$ cat config.mk
export PLATFORM = sky130hd
export DESIGN_NAME = inst_mem_loader_flat
export DESIGN_NICKNAME = d
export VERILOG_FILES = /design/src/rtl/inst_mem_loader_if.sv /design/src/rtl/inst_mem_loader.sv /design/src/flat_wrapper.sv
export SDC_FILE = /design/constraint.sdc
export NUM_CORES = 1
export LEC_CHECK = 0
export CORE_MARGIN = 4
export CORE_UTILIZATION = 30
export DETAILED_ROUTE_END_ITERATION = 12
export GPL_TIMING_DRIVEN = 0
export SYNTH_ARGS = -nofsm -noshare
export SYNTH_HDL_FRONTEND = slang
export SYNTH_SLANG_ARGS = --single-unit
$ cat constraint.sdc
create_clock -name clk -period 3.5 [get_ports clk]
set_clock_uncertainty 0.2 [all_clocks]
set_input_delay 0.7 -clock clk [delete_from_list [all_inputs] [get_ports clk]]
set_output_delay 0.7 -clock clk [all_outputs]
set_load 0.01 [all_outputs]
$ cat src/rtl/inst_mem_loader_if.sv
// Host-side byte stream, instruction RAM write port and CPU stall/status
// signals of the instruction memory loader, bundled as one interface.
interface inst_mem_loader_if #(
   parameter int unsigned ADDR_W = 6
);
   logic              start;
   logic [6:0]        load_len;
   logic [7:0]        byte_in;
   logic              byte_valid;
   logic              byte_ready;
   logic              we;
   logic [ADDR_W-1:0] waddr;
   logic [31:0]       wdata;
   logic              cpu_hold;
   logic              done;
   logic              err;

   // Host / stream source side
   modport master (
      output start, load_len, byte_in, byte_valid,
      input  byte_ready, we, waddr, wdata, cpu_hold, done, err
   );

   // Loader side
   modport slave (
      input  start, load_len, byte_in, byte_valid,
      output byte_ready, we, waddr, wdata, cpu_hold, done, err
   );
endinterface

$ cat src/rtl/inst_mem_loader.sv
// Instruction memory loader: packs a big-endian byte stream into 32-bit
// words, writes them to consecutive instruction RAM addresses starting at
// BASE_ADDR and stalls the CPU for the whole load.
// Optional trailing XOR checksum byte: define INST_LOADER_CHKSUM_EN.
module inst_mem_loader #(
   parameter int unsigned       ADDR_W    = 6,
   parameter logic [ADDR_W-1:0] BASE_ADDR = '0
) (
   input logic               clk,
   input logic               rst,
   inst_mem_loader_if.slave  bus
);

`ifdef INST_LOADER_CHKSUM_EN
   typedef enum logic [2:0] {StIdle, StRecv, StWrite, StChk, StDone} state_e;
`else
   typedef enum logic [2:0] {StIdle, StRecv, StWrite, StDone} state_e;
`endif

   state_e            state_q, state_d;
   logic [1:0]        byte_cnt_q, byte_cnt_d;
   logic [6:0]        word_cnt_q, word_cnt_d;
   logic [6:0]        len_q, len_d;
   logic [ADDR_W-1:0] addr_q, addr_d;
   logic [31:0]       word_q, word_d;
   logic [6:0]        eff_len;

   // 0 and anything above 64 both mean a full 64-word load
   assign eff_len = (bus.load_len == 7'd0 || bus.load_len > 7'd64) ? 7'd64 : bus.load_len;

`ifdef INST_LOADER_CHKSUM_EN
   logic [7:0] xor_q, xor_d;
   logic       err_q, err_d;
   assign bus.err = err_q;
`else
   assign bus.err = 1'b0;
`endif

   // State and datapath registers
   always_ff @(posedge clk or posedge rst) begin
      if (rst) begin
         state_q    <= StIdle;
         byte_cnt_q <= '0;
         word_cnt_q <= '0;
         len_q      <= '0;
         addr_q     <= BASE_ADDR;
         word_q     <= '0;
`ifdef INST_LOADER_CHKSUM_EN
         xor_q      <= '0;
         err_q      <= 1'b0;
`endif
      end else begin
         state_q    <= state_d;
         byte_cnt_q <= byte_cnt_d;
         word_cnt_q <= word_cnt_d;
         len_q      <= len_d;
         addr_q     <= addr_d;
         word_q     <= word_d;
`ifdef INST_LOADER_CHKSUM_EN
         xor_q      <= xor_d;
         err_q      <= err_d;
`endif
      end
   end

   // Next-state logic and Moore outputs; waddr/wdata are zero outside WRITE
   always_comb begin
      state_d        = state_q;
      byte_cnt_d     = byte_cnt_q;
      word_cnt_d     = word_cnt_q;
      len_d          = len_q;
      addr_d         = addr_q;
      word_d         = word_q;
`ifdef INST_LOADER_CHKSUM_EN
      xor_d          = xor_q;
      err_d          = err_q;
`endif
      bus.byte_ready = 1'b0;
      bus.cpu_hold   = 1'b0;
      bus.we         = 1'b0;
      bus.waddr      = '0;
      bus.wdata      = '0;
      bus.done       = 1'b0;

      unique case (state_q)
         StIdle: begin
            if (bus.start) begin
               len_d      = eff_len;
               addr_d     = BASE_ADDR;
               byte_cnt_d = '0;
               word_cnt_d = '0;
               word_d     = '0;
`ifdef INST_LOADER_CHKSUM_EN
               xor_d      = '0;
               err_d      = 1'b0;
`endif
               state_d    = StRecv;
            end
         end
         StRecv: begin
            bus.byte_ready = 1'b1;
            bus.cpu_hold   = 1'b1;
            if (bus.byte_valid) begin
               // First byte of a word ends up in bits 31:24
               word_d     = {word_q[23:0], bus.byte_in};
               byte_cnt_d = byte_cnt_q + 2'd1;
`ifdef INST_LOADER_CHKSUM_EN
               xor_d      = xor_q ^ bus.byte_in;
`endif
               if (byte_cnt_q == 2'd3) begin
                  state_d = StWrite;
               end
            end
         end
         StWrite: begin
            bus.cpu_hold = 1'b1;
            bus.we       = 1'b1;
            bus.waddr    = addr_q;
            bus.wdata    = word_q;
            addr_d       = addr_q + 1'b1;
            word_cnt_d   = word_cnt_q + 7'd1;
            if (word_cnt_q + 7'd1 == len_q) begin
`ifdef INST_LOADER_CHKSUM_EN
               state_d = StChk;
`else
               state_d = StDone;
`endif
            end else begin
               state_d = StRecv;
            end
         end
`ifdef INST_LOADER_CHKSUM_EN
         StChk: begin
            bus.byte_ready = 1'b1;
            bus.cpu_hold   = 1'b1;
            if (bus.byte_valid) begin
               err_d   = (bus.byte_in != xor_q);
               state_d = StDone;
            end
         end
`endif
         StDone: begin
            bus.cpu_hold = 1'b1;
            bus.done     = 1'b1;
            state_d      = StIdle;
         end
         default: state_d = StIdle;
      endcase
   end

endmodule

$ cat src/flat_wrapper.sv
// flat-port wrapper written by rule: the top's interface ports become plain ports
module inst_mem_loader_flat 
#(
   parameter int unsigned       ADDR_W    = 6,
   parameter logic [ADDR_W-1:0] BASE_ADDR = '0
)
  (clk, rst, bus_start, bus_load_len, bus_byte_in, bus_byte_valid, bus_byte_ready, bus_we, bus_waddr, bus_wdata, bus_cpu_hold, bus_done, bus_err);
  inst_mem_loader_if #(.ADDR_W(ADDR_W)) bus_i ();
  input logic clk;
  input logic rst;
  input wire logic [$bits(bus_i.start)-1:0] bus_start;
  input wire logic [$bits(bus_i.load_len)-1:0] bus_load_len;
  input wire logic [$bits(bus_i.byte_in)-1:0] bus_byte_in;
  input wire logic [$bits(bus_i.byte_valid)-1:0] bus_byte_valid;
  output wire logic [$bits(bus_i.byte_ready)-1:0] bus_byte_ready;
  output wire logic [$bits(bus_i.we)-1:0] bus_we;
  output wire logic [$bits(bus_i.waddr)-1:0] bus_waddr;
  output wire logic [$bits(bus_i.wdata)-1:0] bus_wdata;
  output wire logic [$bits(bus_i.cpu_hold)-1:0] bus_cpu_hold;
  output wire logic [$bits(bus_i.done)-1:0] bus_done;
  output wire logic [$bits(bus_i.err)-1:0] bus_err;
  assign bus_i.start = bus_start;
  assign bus_i.load_len = bus_load_len;
  assign bus_i.byte_in = bus_byte_in;
  assign bus_i.byte_valid = bus_byte_valid;
  assign bus_byte_ready = bus_i.byte_ready;
  assign bus_we = bus_i.we;
  assign bus_waddr = bus_i.waddr;
  assign bus_wdata = bus_i.wdata;
  assign bus_cpu_hold = bus_i.cpu_hold;
  assign bus_done = bus_i.done;
  assign bus_err = bus_i.err;
  inst_mem_loader #(.ADDR_W(ADDR_W), .BASE_ADDR(BASE_ADDR)) u_core (.clk(clk), .rst(rst), .bus(bus_i));
endmodule
Yosys cells after proc, flatten, opt, wreduce, memory -nomap -nowiden
Cells that the tools add are included.
Storage, ports and cells
  bits in registers: 57
  word-level logic and storage cells: 50
Operators by class
  add/sub/neg operators: 3
  $lt $le $gt $ge: 1
  equal/unequal tests: 8
  muxes and demuxes: 22
  reduce and logical (&&, ||, !) cells: 10
Operator list (count)
  $mux W32: 3
  $pmux W32 S2: 1
  $mux W7: 2
  $pmux W7 S2: 1
  $mux W6: 2
  $pmux W6 S2: 1
  $mux W3: 3
  $pmux W3 S3: 1
  $add A7 B1 Y7 const B: 1
  $eq A7 B7 Y1: 1
  $gt A7 B7 Y1 const B: 1
  $logic_not A7 Y1: 1
  $add A6 B1 Y6 const B: 1
  $eq A3 B2 Y1 const B: 2
  $mux W2: 3
  $reduce_and A3 Y1: 2
  $mux W1: 4
  $ne A2 B2 Y1 const B: 2
  $pmux W2 S2: 1
  $reduce_and A2 Y1: 2
  $reduce_bool A2 Y1: 2
  $eq A3 B1 Y1 const B: 1
  $logic_not A3 Y1: 1
  $reduce_or A3 Y1: 1
  other kinds (4): 4

Longest topological paths before layout
Gate-level depths: netlist of the first run.
  depth after elaboration: 4
  gate-level depth with buffers: 7
  mapped depth without buffers: 6

Worst setup path after synthesis of the first run
No wires, ideal clock.
  kind: register to output
  start: reg u_core.state_q[0]
  end: out bus_wdata[10]
  arrival: 1.191 ns
  path slack: 1.409 ns
  stages on the path, launching flop included: 6
  buffers on the path: 2
  cells stage by stage: dfrtp_1 > nand2b_1 > inv_1 > buf_2 > clkbuf_1 > and2_1
On the way
  longest elaborated chain between the ends: 2
RTL lines
  start: declaration: line inst_mem_loader.sv:20  | state_e state_q, state_d;
  start signal: assignment: line inst_mem_loader.sv:42  | state_q <= StIdle;
  start signal: assignment: line inst_mem_loader.sv:53  | state_q <= state_d;
  $eq A3 B2 Y1: line inst_mem_loader.sv:85  | unique case (state_q)
  $mux W32: line inst_mem_loader.sv:85
  end: declaration: line flat_wrapper.sv:18  | output wire logic [$bits(bus_i.wdata)-1:0] bus_wdata;
No other way between the ends.

Worst setup path after layout of the first run
  start: reg u_core.state_q[0]
  end: out bus_wdata[9]
Same word-level chain as after synthesis.

==> summary.md, run 1 <==
| Metric | Value |
|---|---|
| Status | complete, no violations |
| Critical Path AT | 2.37 ns |
| FF-to-FF End | u_core.state_q[1] |
| Compound-Gate Fraction of Synth Area | 0.0888 |
| Sequential area share after synthesis | 0.492 |
| Clock Latency Late Sink | 0.31 ns |
| Final Critical Period | 3.27 ns |
| Total Routing Usage GR | 0.118 |
| Clock slew at reported path FFs | 0.10 ns |
| GP Congestion | 0.844 |
| R2R setup slack | 1.68 ns |
| Crit end category | output pin |
| Vias in the first global route | 2300 |
| Crit-path cells | nand2b_1, inv_1, buf_2, clkbuf_1, and2_1, clkdlybuf4s50_1 |
| Syn Area/Cell | 8.76 um^2 |
| Final setup vio count | 0 |
| Hold Crit Start | u_core.word_q[28] |
| CTS tree | built |
| DR iter-0 viols | 111 |
| Combinational Power Share | 0.316 |
| Root Buffer Master | clkbuf_8 |
| Final HPWL DP | 4820 um |
| Routed WL | 6470 um |
| Core Region | 9240 um^2 |
| Syn-to-layout area delta | 30.8% |
| Hold-fix buffers at CTS | 0 |
| Post-CTS Setup Inserts | 0 |
| Finished Cell Area | 3720 um^2 |
| Num CTS Buffers | 5 |
| Final Cycle Share | 0.933 |
| Post-Syn Nets | 347 |
| Post-synthesis simple-gate area fraction | 0.313 |
| Critical Path Max Stage Delay | 0.54 ns |
| Worst-path maximum fanout | 10 |
| Multi-input logic area | 1290 um^2 |
| DR vias/cell | 4.52 |
| Mux contribution to synthesized area | 0.00352 |
| Required time of the worst setup path | 2.60 ns |
| Layout cells sized above 1 | 0.0787 |
| Inst Count DP | 515 |
| Post-CTS sizing | 0 |
| PD cells | 556 nW/um^2 |
| Peak VDD IR | 0.200 mV |
| Pleak | 1.73 nW |
| Critical path launch point type | flip-flop |
| # clock sinks | 56 |
| Residual DRC | 0 |
| Internal power | 0.00132 W |
| Sequential share of power | 0.508 |
| Die width | 105 um |
| Setup CP Type | reg2out |
| Slowest-stage cell, CP | clkdlybuf4s50_1 |
| Total chip power | 0.00207 W |
| Largest delay share family, worst path | buffers and inverters |
| Area post-placement | 3630 um^2 |
| DRT Pass-1 Iters | 5 |
| Largest net degree at the start of global routing | 38 |
| Die height | 105 um |
| Max Cap Violations | 0 |
| First-pass GRT wire length | 10800 um |
| Row cnt | 35 |
| WL/cell | 12.4 um |
| Synth Area in XOR/XNOR | 0.0338 |
| Clock network power share | 0.176 |
| Fillers | 930 |
| Initial antenna violation count | 0 |
| Port buffer count | 60 |
| RSZ-0062 raised after global routing | no |
| Die area | 11100 um^2 |
| Sw Share | 0.360 |
| Via count | 2366 |
| Post-Synth Adder-Cell Area | 0.0132 |
| Io pins | 62 |
| Reg2Reg Launch Point | u_core.word_cnt_q[0] |
| Min-Delay Endpoint | u_core.word_q[28] |
| Buf+Inv Stages, Crit Path | 4 |
| Mapped Area | 2850 um^2 |
| Total gr overflow | 0 |
| Sequential Area | 1400 um^2 |
| Hold Path Class | reg2reg |
| Synth Warn # | 0 |
| Setup tns final | 0 ns |
| Pins over their slew limit | 0 |
| Antenna-violating nets left | 0 |
| Synth Register Bits | 56 |
| Post-Syn Instances | 325 |
| Hold Crit Depth | 2 |
| Final hold violations | 0 |
| P_sw | 0.000745 W |
| Fin nets | 415 |
| N_diodes | 0 |
| Main combinational cell family by area after synthesis | simple AND/OR/NAND/NOR gates |
| Synth unique cells | 33 |
| Starting Density | 0.308 |
| Htree depth | 2 |
| Final std cells w/o fill | 523 |
| Max Fclk | 306 MHz |
| Clock Path Buffers | 2 |
| Worst r2r path cells | 6 |
[area by class of cell]
| type | count | area share |
|---|---|---|
| timing repair buffer | 61 | 0.167 |
| tap | 129 | 0.0434 |
| buffer | 22 | 0.0376 |
| clock inverter | 1 | 0.00202 |
| sequential | 56 | 0.376 |
| inverter | 4 | 0.00403 |
| clock buffer | 7 | 0.0232 |
| multi-input combinational | 243 | 0.347 |
[worst max path at each step]
stage / startpoint / end / slack, ns / depth (start not counted)
after CTS: u_core.state_q[0] / bus_wdata[9] / 0.24 / 6
after global placement: rst / u_core.word_q[31] / 0.21 / 2
after floorplan: rst / u_core.addr_q[0] / 1.23 / 1
after detailed placement: u_core.state_q[0] / bus_wdata[9] / 0.59 / 6
final: u_core.state_q[0] / bus_wdata[9] / 0.23 / 6
after global routing: u_core.state_q[0] / bus_wdata[9] / 0.11 / 6
[placed cells by master, fill, tap and decap left out, drive strengths merged, types with 2 or more instances in the layout]
master / synthesis / final
xor2: 4 / 4
a22o: 2 / 2
clkdlybuf4s50: 0 / 60
nor2: 9 / 9
dfrtp: 56 / 56
a21oi: 3 / 3
and3: 2 / 2
nand3: 36 / 36
nand2b: 7 / 7
nand4: 3 / 3
a31oi: 3 / 3
clkbuf: 3 / 10
o21bai: 3 / 3
a32o: 3 / 3
xnor2: 7 / 7
nand2: 84 / 84
buf: 19 / 20
and2: 39 / 39
o21ai: 26 / 26
ha: 3 / 3
inv: 4 / 4
[worst register-to-register path, stage by stage, from the launching register on]
cell and delay [ns]:
dfrtp_1 0.44, ha_1 0.29, and3_1 0.18, buf_6 0.13, o311a_2 0.33, nand3_1 0.10, o21ai_1 0.06
[cells in the mapped netlist (all sizes together)]
master	instances	area share
nand3b	1	0.0026
a31oi	3	0.0066
nor3	1	0.0035
nand2	84	0.11
nor2	9	0.012
buf	19	0.045
a21oi	3	0.0053
mux2i	1	0.0035
dfrtp	56	0.49
nor4	1	0.0022
inv	4	0.0053
clkbuf	3	0.0040
o21bai	3	0.0079
nand3	36	0.065
or2	1	0.0022
nor2b	1	0.0022
a22o	2	0.0062
a22oi	1	0.0026
and2	39	0.086
nand2b	7	0.015
nand4	3	0.0066
xnor2	7	0.022
a32o	3	0.011
xor2	4	0.012
ha	3	0.013
o21ai	26	0.046
and3	2	0.0044
o311a	1	0.0040
conb	1	0.0013
[metal layers]
metal	track usage	vias to the layer above	wire, um
li1	-	1206	-
met1	0.157	1086	3110
met2	0.194	63	2890
met3	0.0227	11	361
met4	0.0394	0	112
met5	0	-	0
[power groups by stage]
| stage | logic [W] | registers [W] | clock network, W |
|---|---|---|---|
| final | 0.000654 | 0.00105 | 0.000363 |
| after floorplan | 0.000489 | 0.00101 | 0 |
| after CTS | 0.000665 | 0.00105 | 0.000379 |
| after global placement | 0.000646 | 0.00106 | 0 |
| after detailed placement | 0.000663 | 0.00106 | 0 |
| after global routing | 0.000754 | 0.00109 | 0.000406 |
[registers in the layout (all words and copies together) (netlist names)]
name	flops
u_core.word_q	32
u_core.addr_q	6
u_core.word_cnt_q	7
u_core.len_q	7
u_core.byte_cnt_q	2
u_core.state_q	2
[logic make-up after synthesis]
logic type	after synthesis
AO/OA/AOI/OAI	42
AND/OR/NAND/NOR	185
buffers and inverters	26
multiplexers	1
other	1
flip-flops	56
XOR/XNOR	11
adder cells (fa/ha/maj)	3
[stage by stage]
step / worst slack, ns / utilization / hold WS (ns)
after floorplan: 1.23 / - / 0.230
after global placement: 0.207 / 0.391 / 0.245
after detailed placement: 0.594 / 0.393 / 0.250
after CTS: 0.240 / 0.403 / 0.274
after global routing: 0.111 / 0.403 / 0.307
final: 0.233 / 0.403 / 0.263
Power figures use the tool's default switching activity.
==> run 2: changes to the inputs <==
--- a/config.mk
+++ b/config.mk
@@ -5,10 +5,12 @@
 export SDC_FILE = /design/constraint.sdc
 export NUM_CORES = 1
 export LEC_CHECK = 0
+export CAP_MARGIN = 15
 export CORE_MARGIN = 4
-export CORE_UTILIZATION = 30
+export CORE_UTILIZATION = 54
 export DETAILED_ROUTE_END_ITERATION = 12
 export GPL_TIMING_DRIVEN = 0
+export PLACE_DENSITY = 0.84
 export SYNTH_ARGS = -nofsm -noshare
 export SYNTH_HDL_FRONTEND = slang
 export SYNTH_SLANG_ARGS = --single-unit
==> summary.md, run 2 (synthesis results as in run 1) <==
| Metric | Value |
|---|---|
| First-pass GRT wire length | 10100 um (-6.3%) |
| Biggest register | u_core.word_q |
| Final Critical Period | 3.21 ns (-0.0540 ns) |
| Finished Cell Area | 3650 um^2 (-2.0%) |
| Sw Share | 0.361 (+0.000613) |
| Antenna-violating nets left | 0 (unchanged) |
| Final hold violations | 0 (unchanged) |
| Clock slew at reported path FFs | 0.10 ns (about the same) |
| Total gr overflow | 0 (unchanged) |
| Final HPWL DP | 4470 um (-7.3%) |
| GP Congestion | 0.839 (-0.55%) |
| Met2 usage | 0.322 (+0.128) |
| Max Cap Violations | 0 (unchanged) |
| DR iter-0 viols | 162 (+46%) |
| Htree depth | 2 (unchanged) |
| Port buffer count | 60 (unchanged) |
| Row cnt | 26 (-26%) |
| Busiest grt layer | met2 |
| Sequential Area | 1400 um^2 (unchanged) |
| Multi-input logic area | 1290 um^2 (unchanged) |
| Fillers | 434 (-53%) |
| Core Region | 5110 um^2 (-45%) |
| Number of flip-flops in the largest register | 32 (unchanged) |
| CTS tree | built |
| Commonest non-fill, non-tap cell in the layout | nand2_1 |
| Starting Density | 0.557 (+0.249) |
| Highest-count cells in the layout ignoring fill and taps | nand2_1 (84), clkdlybuf4s50_1 (60), dfrtp_1 (56) |
| Area post-placement | 3550 um^2 (-2.0%) |
| Crit end category | output pin |
| Post-CTS Setup Inserts | 0 (unchanged) |
| Top flop regs | u_core.word_q x32, u_core.len_q x7, u_core.word_cnt_q x7 |
| Via count | 2398 (+1.4%) |
| Max Fclk | 311 MHz (+1.7%) |
| M3 GR Usage | 0.0370 (+0.0143) |
| Setup CP Type | reg2out |
| Final Cycle Share | 0.918 (-0.0154) |
| Worst r2r path cells | 6 (unchanged) |
| P_sw | 0.000747 W (+0.29%) |
| WL/cell | 13.1 um (+6.1%) |
| Die height | 80.6 um (-24%) |
| Setup tns final | 0 ns (unchanged) |
| Largest net degree at the start of global routing | 39 (+2.6%) |
| Critical path launch point type | flip-flop |
| R2R setup slack | 1.66 ns (-0.02 ns) |
| # clock sinks | 56 (unchanged) |
| Required time of the worst setup path | 2.60 ns (about the same) |
| Initial antenna violation count | 0 (unchanged) |
| Sequential share of power | 0.508 (about the same) |
| Fin nets | 415 (unchanged) |
| Critical path endpoint | bus_wdata[6] |
| Clock Latency Late Sink | 0.31 ns (about the same) |
| Final setup vio count | 0 (unchanged) |
| Io pins | 62 (unchanged) |
| Routed WL | 6090 um (-5.9%) |
| Hold-fix buffers at CTS | 0 (unchanged) |
| Layout cells sized above 1 | 0.0787 (unchanged) |
| Peak VDD IR | 0.319 mV (+60%) |
| Die area | 6500 um^2 (-42%) |
| N_diodes | 0 (unchanged) |
| Critical Path AT | 2.31 ns (-0.06 ns) |
| Hold Path Class | reg2reg |
| Met1 Use GR | 0.273 (+0.116) |
| Post-CTS sizing | 0 (unchanged) |
| Clock Path Buffers | 2 (unchanged) |
| Internal power | 0.00132 W (about the same) |
| Status | complete, no violations |
| Die width | 80.6 um (-24%) |
| Combinational Power Share | 0.315 (about the same) |
| Worst-path maximum fanout | 10 (unchanged) |
| DRT Pass-1 Iters | 4 (-1) |
| Reg2Reg Launch Point | u_core.word_cnt_q[0] |
| Total Routing Usage GR | 0.200 (+0.0815) |
| Syn-to-layout area delta | 28.2% |
| CP Launch Point | u_core.state_q[0] |
| Num CTS Buffers | 5 (unchanged) |
| Vias in the first global route | 2225 (-3.3%) |
| Pleak | 1.73 nW (unchanged) |
| Pins over their slew limit | 0 (unchanged) |
| FF-to-FF End | u_core.state_q[1] |
| PD cells | 567 nW/um^2 (+2.1%) |
| RSZ-0062 raised after global routing | no |
| DR vias/cell | 5.17 (+14%) |
| Residual DRC | 0 (unchanged) |
| Clock network power share | 0.177 (about the same) |
| Root Buffer Master | clkbuf_8 |
==> run 2: layer usage <==
layer,vias to the layer above,part of all wire
li1,1210,-
met2,78,0.48
met5,-,0
met4,0,0.014
met1,1102,0.44
met3,8,0.069
==> run 2: critical path: stages, from the launching register on <==
cell             delay [ns]
dfrtp_1                0.44
nand2b_1               0.17
inv_1                  0.11
buf_2                  0.25
clkbuf_1               0.31
and2_1                 0.19
clkdlybuf4s50_1        0.53
==> run 2: worst min path at each step <==
stage | startpoint | endpoint | slack (ns) | depth (start not counted)
floorplan | u_core.word_q[24] | u_core.word_q[24] | 0.23 | 2
global placement | u_core.word_q[29] | u_core.word_q[29] | 0.24 | 2
detailed placement | u_core.word_q[26] | u_core.word_q[26] | 0.25 | 2
CTS | u_core.word_q[26] | u_core.word_q[26] | 0.27 | 2
global route | u_core.word_q[26] | u_core.word_q[26] | 0.28 | 2
finish | u_core.word_q[26] | u_core.word_q[26] | 0.27 | 2
==> run 2: per-stage QoR <==
stage,worst slack [ns],hold WS [ns],std cells,util,power (W)
5_1_grt,0.128,0.278,464,0.714,0.00222
6_report,0.287,0.265,464,0.714,0.00207
3_3_place_gp,0.272,0.242,455,0.692,0.00168
3_5_place_dp,0.638,0.248,456,0.696,0.00172
4_1_cts,0.285,0.270,464,0.714,0.00208
2_1_floorplan,1.23,0.230,325,-,0.00150
==> run 2: layout make-up <==
cell class,instances,share of cell area
Buffer,22,0.0384
Clock buffer,7,0.0237
Clock inverter,1,0.00206
Inverter,4,0.00412
Multi-Input combinational cell,243,0.354
Sequential cell,56,0.384
Tap cell,70,0.0240
Timing Repair Buffer,61,0.170
==> run 2: power by group through the flow <==
stage	logic [W]	registers, W	clock network [W]
final	0.000652	0.00105	0.000367
after global routing	0.000746	0.00108	0.000395
after CTS	0.000661	0.00105	0.000374
after detailed placement	0.000659	0.00106	0
after global placement	0.000628	0.00105	0
after floorplan	0.000489	0.00101	0
